--- config.mk ---
export PLATFORM = sky130hd
export DESIGN_NAME = sincpde_chan_sched
export DESIGN_NICKNAME = d
export VERILOG_FILES = /design/src/rtl/sincpde_chan_sched.sv
export SDC_FILE = /design/constraint.sdc
export NUM_CORES = 2
export LEC_CHECK = 0
export CAP_MARGIN = 20
export CORE_ASPECT_RATIO = 2
export CORE_MARGIN = 5
export CORE_UTILIZATION = 30
export CTS_CLUSTER_SIZE = 10
export DETAILED_ROUTE_END_ITERATION = 8
export GPL_TIMING_DRIVEN = 0
export PLACE_DENSITY = 0.51
export REMOVE_ABC_BUFFERS = 1
export SKIP_CTS_REPAIR_TIMING = 1
export SLEW_MARGIN = 20
export SYNTH_ARGS = -nofsm -noshare
export SYNTH_HDL_FRONTEND = slang
export SYNTH_SLANG_ARGS = --single-unit
--- constraint.sdc ---
create_clock -name clk -period 39.8 [get_ports clk]
set_clock_uncertainty 0.05 [all_clocks]
set_input_delay 7.96 -clock clk [delete_from_list [all_inputs] [get_ports clk]]
set_output_delay 7.96 -clock clk [all_outputs]
set_load 0.005 [all_outputs]
--- src/rtl/sincpde_chan_sched.sv ---
// Multi-channel window scheduler in front of one sincpde_single_dfs core: queues
// windows, gates them on a peak threshold, runs them through the core one at a time.
//
// state | meaning
// IDLE  | waiting for a queued window; pops head and applies the peak gate
// ISSUE | one-cycle start pulse to the core with the held window
// WAIT  | core busy; timer runs until result or timeout
// EMIT  | result presented on out_* until accepted
module sincpde_chan_sched #(
    parameter int NCHAN   = 4,
    parameter int NTAPS   = 11,
    parameter int SW      = 18,
    parameter int RW      = 18,
    parameter int DEPTH   = 8,
    parameter int TIMEOUT = 256,
    localparam int CW     = (NCHAN > 1) ? $clog2(NCHAN) : 1
) (
    input  logic                  clk,
    input  logic                  rst,
    input  logic                  in_valid,
    output logic                  in_ready,
    input  logic [CW-1:0]         in_chan,
    input  logic [NTAPS*SW-1:0]   in_samples,
    input  logic [SW-1:0]         threshold,
    output logic                  core_sync_in,
    output logic [NTAPS*SW-1:0]   core_samples,
    input  logic                  core_sync_out,
    input  logic [RW-1:0]         core_p,
    input  logic [RW-1:0]         core_ampl,
    output logic                  out_valid,
    input  logic                  out_ready,
    output logic [CW-1:0]         out_chan,
    output logic [RW-1:0]         out_p,
    output logic [RW-1:0]         out_ampl,
    output logic [1:0]            out_flags
);

    localparam int PW = $clog2(DEPTH);
    localparam int TW = (TIMEOUT > 1) ? $clog2(TIMEOUT) : 1;
    localparam logic [TW-1:0] T_LAST   = TW'(TIMEOUT - 1);
    localparam logic [PW:0]   CNT_FULL = (PW + 1)'(DEPTH);

    typedef enum logic [1:0] {S_IDLE, S_ISSUE, S_WAIT, S_EMIT} state_t;

    state_t               state_q, state_d;
    logic [NTAPS*SW-1:0]  fifo_win_q  [DEPTH];
    logic [NTAPS*SW-1:0]  fifo_win_d  [DEPTH];
    logic [CW-1:0]        fifo_chan_q [DEPTH];
    logic [CW-1:0]        fifo_chan_d [DEPTH];
    logic [PW-1:0]        wr_ptr_q, wr_ptr_d, rd_ptr_q, rd_ptr_d;
    logic [PW:0]          count_q, count_d;
    logic [NTAPS*SW-1:0]  win_q, win_d;
    logic [CW-1:0]        chan_q, chan_d;
    logic [TW-1:0]        timer_q, timer_d;
    logic                 out_valid_q, out_valid_d;
    logic [CW-1:0]        out_chan_q, out_chan_d;
    logic [RW-1:0]        out_p_q, out_p_d;
    logic [RW-1:0]        out_ampl_q, out_ampl_d;
    logic [1:0]           out_flags_q, out_flags_d;

    logic                 push, pop;
    logic [NTAPS*SW-1:0]  head_win;
    logic [SW-1:0]        head_max;

    assign in_ready = (count_q != CNT_FULL);
    assign push     = in_valid && in_ready;
    assign pop      = (state_q == S_IDLE) && (count_q != '0);
    assign head_win = fifo_win_q[rd_ptr_q];

    always_comb begin
        head_max = '0;
        for (int k = 0; k < NTAPS; k++) begin
            if (head_win[k*SW +: SW] > head_max) head_max = head_win[k*SW +: SW];
        end
    end

    always_comb begin
        fifo_win_d  = fifo_win_q;
        fifo_chan_d = fifo_chan_q;
        wr_ptr_d    = wr_ptr_q;
        rd_ptr_d    = rd_ptr_q;
        count_d     = count_q + (PW + 1)'(push) - (PW + 1)'(pop);
        state_d     = state_q;
        win_d       = win_q;
        chan_d      = chan_q;
        timer_d     = timer_q;
        out_valid_d = out_valid_q;
        out_chan_d  = out_chan_q;
        out_p_d     = out_p_q;
        out_ampl_d  = out_ampl_q;
        out_flags_d = out_flags_q;

        if (push) begin
            fifo_win_d[wr_ptr_q]  = in_samples;
            fifo_chan_d[wr_ptr_q] = in_chan;
            wr_ptr_d              = wr_ptr_q + PW'(1);
        end
        if (pop) rd_ptr_d = rd_ptr_q + PW'(1);

        unique case (state_q)
            S_IDLE: begin
                if (pop) begin
                    win_d  = head_win;
                    chan_d = fifo_chan_q[rd_ptr_q];
                    if (head_max >= threshold) begin
                        state_d = S_ISSUE;
                    end else begin
                        state_d     = S_EMIT;
                        out_valid_d = 1'b1;
                        out_chan_d  = fifo_chan_q[rd_ptr_q];
                        out_p_d     = '0;
                        out_ampl_d  = '0;
                        out_flags_d = 2'b01;
                    end
                end
            end
            S_ISSUE: begin
                timer_d = '0;
                state_d = S_WAIT;
            end
            S_WAIT: begin
                // A result arriving on the timeout cycle still wins.
                if (core_sync_out) begin
                    state_d     = S_EMIT;
                    out_valid_d = 1'b1;
                    out_chan_d  = chan_q;
                    out_p_d     = core_p;
                    out_ampl_d  = core_ampl;
                    out_flags_d = 2'b00;
                end else if (timer_q == T_LAST) begin
                    state_d     = S_EMIT;
                    out_valid_d = 1'b1;
                    out_chan_d  = chan_q;
                    out_p_d     = '0;
                    out_ampl_d  = '0;
                    out_flags_d = 2'b10;
                end else begin
                    timer_d = timer_q + TW'(1);
                end
            end
            S_EMIT: begin
                if (out_ready) begin
                    out_valid_d = 1'b0;
                    state_d     = S_IDLE;
                end
            end
            default: state_d = S_IDLE;
        endcase
    end

    // Storage carries no reset; pointers and count define what is live.
    always_ff @(posedge clk) begin
        fifo_win_q  <= fifo_win_d;
        fifo_chan_q <= fifo_chan_d;
    end

    always_ff @(posedge clk) begin
        if (rst) begin
            state_q     <= S_IDLE;
            wr_ptr_q    <= '0;
            rd_ptr_q    <= '0;
            count_q     <= '0;
            win_q       <= '0;
            chan_q      <= '0;
            timer_q     <= '0;
            out_valid_q <= 1'b0;
            out_chan_q  <= '0;
            out_p_q     <= '0;
            out_ampl_q  <= '0;
            out_flags_q <= '0;
        end else begin
            state_q     <= state_d;
            wr_ptr_q    <= wr_ptr_d;
            rd_ptr_q    <= rd_ptr_d;
            count_q     <= count_d;
            win_q       <= win_d;
            chan_q      <= chan_d;
            timer_q     <= timer_d;
            out_valid_q <= out_valid_d;
            out_chan_q  <= out_chan_d;
            out_p_q     <= out_p_d;
            out_ampl_q  <= out_ampl_d;
            out_flags_q <= out_flags_d;
        end
    end

    assign core_sync_in = (state_q == S_ISSUE);
    assign core_samples = (state_q == S_ISSUE) ? win_q : '0;
    assign out_valid    = out_valid_q;
    assign out_chan     = out_chan_q;
    assign out_p        = out_p_q;
    assign out_ampl     = out_ampl_q;
    assign out_flags    = out_flags_q;

endmodule

==> Word-level counts from Yosys, hierarchy flattened <==
Cells that the tools add are included.
{ "totals": {"register_bits": 1861, "inputBits": 259, "out_inout_bits": 241, "word_cells": 130} }
{ "classes": {"add_sub_neg": 5, "magnitude_cmp": 15, "eq_ne": 11, "mux": 56, "bitwise_logic": 2, "reduce_logical": 13} }
{ "op_table": {"columns": ["operator", "count"], "rows": [
  ["bitwise mux 1584 bit", 1],
  ["2-to-1 mux 198 bit", 4],
  ["binary-select mux 198 bit (select 3 bit)", 1],
  ["demux 198 bit (select 3 bit)", 1],
  ["2-to-1 mux 18 bit", 16],
  ["greater-than comparator 18 bit", 10],
  ["case mux 18 bit (2 select lines)", 2],
  ["2-to-1 mux 2 bit", 16],
  ["greater-or-equal comparator 18 bit", 1],
  ["greater-than comparator 18 x 1 -> 1 bit (second input constant)", 1],
  ["bitwise mux 16 bit", 1],
  ["2-to-1 mux 8 bit", 2],
  ["case mux 8 bit (2 select lines)", 1],
  ["!= test 2 bit (second input constant)", 5],
  ["adder 8 x 1 -> 8 bit (second input constant)", 1],
  ["equality test 8 bit (second input constant)", 1],
  ["greater-or-equal comparator 4 bit (second input constant)", 2],
  ["inverter 3 -> 4 bit", 2],
  ["case mux 2 bit (2 select lines)", 2],
  ["case mux 2 bit (4 select lines)", 1],
  ["adder 3 x 1 -> 3 bit (second input constant)", 2],
  ["binary-select mux 2 bit (select 3 bit)", 1],
  ["demux 2 bit (select 3 bit)", 1],
  ["AND reduction 3 bit", 2],
  ["other kinds (17)", 25]
]} }

==> Longest topological paths before layout <==
{ "depth": {"depth_word": 30, "ltp_mapped": 181, "mapped_depth_nobuf": 154} }

==> Least setup slack after synthesis <==
No wires, ideal clock.
{ "synth_path": {"kind": "register to register", "from": "reg rd_ptr_q[0]", "to": "reg out_chan_q[0] (netlist: out_chan[0])", "t_arrival_ns": 28.815, "required_time_ns": 39.618, "setup_slack_ns": 10.803, "path_stages_with_launch": 174, "path_buffers": 25, "period_less_slack_ns": 28.997, "cell_sequence": "dfxtp_1 buf_2 buf_6 buf_2 buf_2 buf_2 buf_1 mux4_2 mux2_2 ha_1 nand4_1 nor3_1 nand4_1 o311a_1 nor2_1 clkbuf_1 buf_1 mux2i_1 [138 not listed] nor2b_1 o21ai_0 nand2b_1 a21oi_1 nor2_1 a211oi_1 o21ai_0 a21oi_1 o21ai_0 a21o_1 a21oi_1 nor2b_1 or3_1 clkbuf_1 clkbuf_1 clkbuf_1 nand2_1 a21oi_1"} }
{ "synth_via": {"elab_cells_between_ends": 35, "classes_between": "order compare (12); eq/ne (1); mux (20); bitwise (1); reduce/logical (1)"} }
{ "synth_lines": {"columns": ["item", "line_no", "source"], "rows": [
  ["start, declared", "50", "logic [PW-1:0] wr_ptr_q, wr_ptr_d, rd_ptr_q, rd_ptr_d;"],
  ["start signal, assigned", "174", "rd_ptr_q <= rd_ptr_d;"],
  ["inverter 3 -> 4 bit (not written as such) *", "68", "assign head_win = fifo_win_q[rd_ptr_q];"],
  ["binary-select mux 198 bit (select 3 bit) *", "68", null],
  ["2-to-1 mux 198 bit (not written as such) * (2 in series)", "68", null],
  ["named net head_win[34]", "62", "logic [NTAPS*SW-1:0] head_win;"],
  ["greater-than comparator 18 bit", "73", "if (head_win[k*SW +: SW] > head_max) head_max = head_win[k*SW +: SW];"],
  ["2-to-1 mux 18 bit *", "73", null],
  ["greater-than comparator 18 bit", "73", null],
  ["2-to-1 mux 18 bit *", "73", null],
  ["[11 not listed]", null, null],
  ["2-to-1 mux 18 bit *", "73", null],
  ["greater-than comparator 18 bit", "73", null],
  ["2-to-1 mux 18 bit *", "73", null],
  ["greater-than comparator 18 bit", "73", null],
  ["2-to-1 mux 18 bit *", "73", null],
  ["greater-or-equal comparator 18 bit *", "105", "if (head_max >= threshold) begin"],
  ["!= test 2 bit (no line) *", null, null],
  ["AND reduction 4 bit (no line) *", null, null],
  ["end signal, assigned", "180", "out_chan_q <= out_chan_d;"],
  ["end, declared", "56", "logic [CW-1:0] out_chan_q, out_chan_d;"]
]} }
The timed path passes the listed nets; every way through them passes the cells marked *. The select of a mux whose other input is x is not followed.
A chain may end at the register's enable or synchronous reset.

==> Final worst setup path <==
{ "layout_path": {"from": "reg rd_ptr_q[0]", "to": "reg out_flags_q[1] (netlist: out_flags[1])"} }
{ "layout_via": {"elab_chain_cells": 29} }
{ "layout_rtl": {"columns": ["item", "line_no", "source"], "rows": [
  ["inverter 3 -> 4 bit (not written as such) *", "68", null],
  ["binary-select mux 198 bit (select 3 bit) *", "68", null],
  ["2-to-1 mux 198 bit (not written as such) * (2 in series)", "68", null],
  ["greater-than comparator 18 x 1 -> 1 bit", "73", null],
  ["2-to-1 mux 18 bit", "73", null],
  ["greater-than comparator 18 bit", "73", null],
  ["2-to-1 mux 18 bit", "73", null],
  ["greater-than comparator 18 bit", "73", null],
  ["[12 not listed]", null, null],
  ["2-to-1 mux 18 bit", "73", null],
  ["greater-than comparator 18 bit", "73", null],
  ["2-to-1 mux 18 bit", "73", null],
  ["greater-than comparator 18 bit", "73", null],
  ["2-to-1 mux 18 bit *", "73", null],
  ["greater-or-equal comparator 18 bit *", "105", null],
  ["!= test 2 bit (no line) *", null, null],
  ["AND reduction 4 bit (no line) *", null, null],
  ["end signal, assigned", "183", "out_flags_q <= out_flags_d;"],
  ["end, declared", "59", "logic [1:0] out_flags_q, out_flags_d;"]
]} }
Every way passes the cells marked *; elsewhere a longest branch is shown, timed or not. The select of a mux whose other input is x is not followed.

==> run_results.csv <==
group,metric,value,unit
detailed_routing,firstDrtPassIters,5,
flow_run,max-cap-violations,0,
die,core-area,0.258,mm²
sta,final_period_minus_worst_setup_slack,37.28,ns
detailed_routing,ant_nets,0,
synth,synth.largest_area_cell,"edfxtp_1",
worst_setup_path,critPathMaxStageDelay,0.93,ns
sta,hold_violations,0,
clock_network,cts.clk_slew.worst_paths,0.06,ns
hold_path,hold_path.class,"reg -> reg",
synth,syn_area,0.0777,mm²
place,gp_congestion,0.820,
final_layout,drive_above_1_share,19.1,%
die,die_w,370,µm
detailed_routing,via_count,43800,
worst_setup_path,cp_num_buf_inv,10,
global_route,grt_pass1_wl,333000,µm
die,design.die.area,0.270,mm²
detailed_routing,finalWirelength,232000,µm
worst_setup_path,required,40.52,ns
die,die_h,730,µm
worst_setup_path,crit_top_cell,"o21ai_0",
detailed_routing,wl_per_cell,25.9,µm
sta,setup_viol,0,
synth,ys_ff_latch,1861,
die,io_pins,500,
detailed_routing,drc,0,
clock_network,cts_buffer_depth,4,
synth,syn_inst,4628,
place,portBuffers,499,
final_layout,post-route-cell-area,0.0964,mm²
die,rows,264,
synth,synthTopCellsByArea,"edfxtp_1 (62%), mux4_2 (12%), dfxtp_1 (6.7%)",
final_layout,final_net_count,5778,
worst_setup_path,cp.arrival,38.00,ns
sta,timing.final.max_slew_violations,0,
synth,synth_flop_cell,"edfxtp_1",
die,start_util,30.1,%
sta,max_freq,26.8,MHz
global_route,grt-ovfl-total,0,
global_route,first_global_vias,46300,
sta,finalCritPeriodShare,93.7,%
sta,slew_headroom,23.0,%
synth,avgSynthCellArea,16.8,µm²
final_layout,areaGrowthSynthToFinish,24.1,%
worst_setup_path,cp-start-kind,"register",
clock_network,clk-insertion-delay-late,0.84,ns
global_route,grt.total_usage,16.9,%
synth,async_flop_share,0,%
synth,ys_seq_area_share,68.5,%
detailed_routing,vias_per_cell,4.89,
place,placed_cell_area,0.0901,mm²
place,dp_hpwl,165000,µm
synth,synth-edff-count,1600,
synth,yosys_warnings,0,
synth,ys_types,79,
worst_setup_path,crit_slowest_cell,"nor4_1",
sta,tightest_slew,1.14,ns
clock_network,cts_tree,"yes",
worst_setup_path,path_max_fanout,40,
clock_network,cts_buffers,217,
clock_network,cts_root_buffer,"clkbuf_16",
global_route,antenna_found_initial,46,
status,outcome,"finished, final reports clean",
clock_network,htree_levels,4,
worst_setup_path,cp_top_family,"compound AO/OA/AOI/OAI gates",
worst_setup_path,crit_path_end_kind,"register",
sta,rsz0062_at_grt,"no",
global_route,grt_max_degree,99,
detailed_routing,drtIter0Drc,2616,
clock_network,cts.sinks,1861,
synth,synth_top_area_share,61.8,%
worst_setup_path,crit_type,"reg -> reg",
[through the flow]
step / utilization, % / hold WS, ns / instances / setup WS, ns / TNS (ns)
6_report: 37.3 / 0.399 / 8962 / 2.52 / 0
5_1_grt: 37.3 / 0.415 / 8950 / 0.116 / 0
4_1_cts: 37.3 / 0.400 / 8946 / 0.723 / 0
3_5_place_dp: 34.9 / 0.392 / 8558 / 0.859 / 0
3_3_place_gp: 33.3 / 0.389 / 8338 / -34.19 / -3233.34
2_1_floorplan: - / 0.376 / 4381 / -7.76 / -320.58
[Yosys cell counts, types with 19 or more instances]
cell      number
a211oi_1     159
a21o_1        35
a21oi_1      132
and2_1       203
buf_1         52
clkbuf_1     174
dfxtp_1      261
edfxtp_1    1600
ha_1         199
inv_1        175
mux2_2       123
mux2i_1      178
mux4_2       400
nand2_1      125
nand2b_1      19
nand3_1       61
nand4_1       38
nor2_1       348
nor2b_1       25
nor3_1        72
o21ai_0       73
[cells by family (layout without fill, tap and decap cells)]
kind of cell / Yosys count / count (layout) / share of synthesized area (%)
muxes: 713 / 713 / 15.9
AOI/OAI and AO/OA: 480 / 480 / 4.16
and+or+nand+nor: 932 / 932 / 5.82
DFF: 1861 / 1861 / 68.5
xor gates and xnor gates: 16 / 16 / 0.180
adders and majority gates: 204 / 204 / 3.28
other: 0 / 16 / 0
buffers and inverters: 422 / 1282 / 2.10
[metal layers]
layer  vias to the layer above  part of all wire (%)  track usage [%]
met2                      1114                    51             30.4
met5                         -                 0.086                0
met3                       376                   5.1             3.00
li1                      19500                     -                -
met1                     22700                    40             20.7
met4                        34                   2.9             4.82
[path summary, 6_finish.rpt]
check	startpoint	end	slack, ns	cells past startpoint
hold / removal	out_chan[1]	out_chan[1]	0.40	2
hold reg to reg	out_chan[1]	out_chan[1]	0.40	2
setup / recovery	rd_ptr_q[0]	out_flags[1]	2.52	148
setup reg to reg	rd_ptr_q[0]	out_flags[1]	2.52	148
[placed cells by master (no fill, tap or decap), types with 6 or more instances in the layout]
master	count
nand3_1	61
xnor2_1	6
edfxtp_1	1600
dfxtp_1	258
o21ai_0	72
a21o_1	35
clkinv_2	6
a211oi_1	159
mux2_4	9
buf_8	8
mux2_2	123
mux4_2	400
mux2i_1	174
buf_12	68
nor2_1	340
nor2b_1	25
clkbuf_16	217
buf_4	65
xor2_1	10
nand4_1	38
nor4_1	7
nor2_4	7
and2_1	202
or3_1	12
buf_6	17
clkbuf_1	148
nand2_1	124
inv_1	174
nand2b_1	18
a21oi_1	130
buf_16	63
clkdlybuf4s50_1	498
a221oi_1	15
ha_1	198
diode_2	16
o21a_1	8
and4_1	8
a31oi_1	6
nor3_1	68
[flip-flops by register name, indices dropped and copies added (netlist names)]
register	flops
fifo_chan_q	16
timer_q	8
out_chan	2
state_q	2
out_p	18
out_valid	1
out_flags	2
fifo_win_q	1584
wr_ptr_q	3
rd_ptr_q	3
out_ampl	18
chan_q	2
count_q	4
win_q	198
[layout make-up]
cell class,count,area [µm²]
diodes,16,40.0
clock buffers,368,6030
clock inverters,20,265
fillers,24300,162000
inverters,175,664
multi-input cells,2345,23000
flip-flops and latches,1861,53300
well taps,3458,4330
repair buffers,719,8880
[tightest hold or removal path, cell delays in order, from the launching register on]
cell     delay (ns)
dfxtp_1        0.30
nand2_1        0.05
a21oi_1        0.05
Power is not shown: default switching activity piles up to over one toggle a cycle in this logic, so the estimate is an artifact.
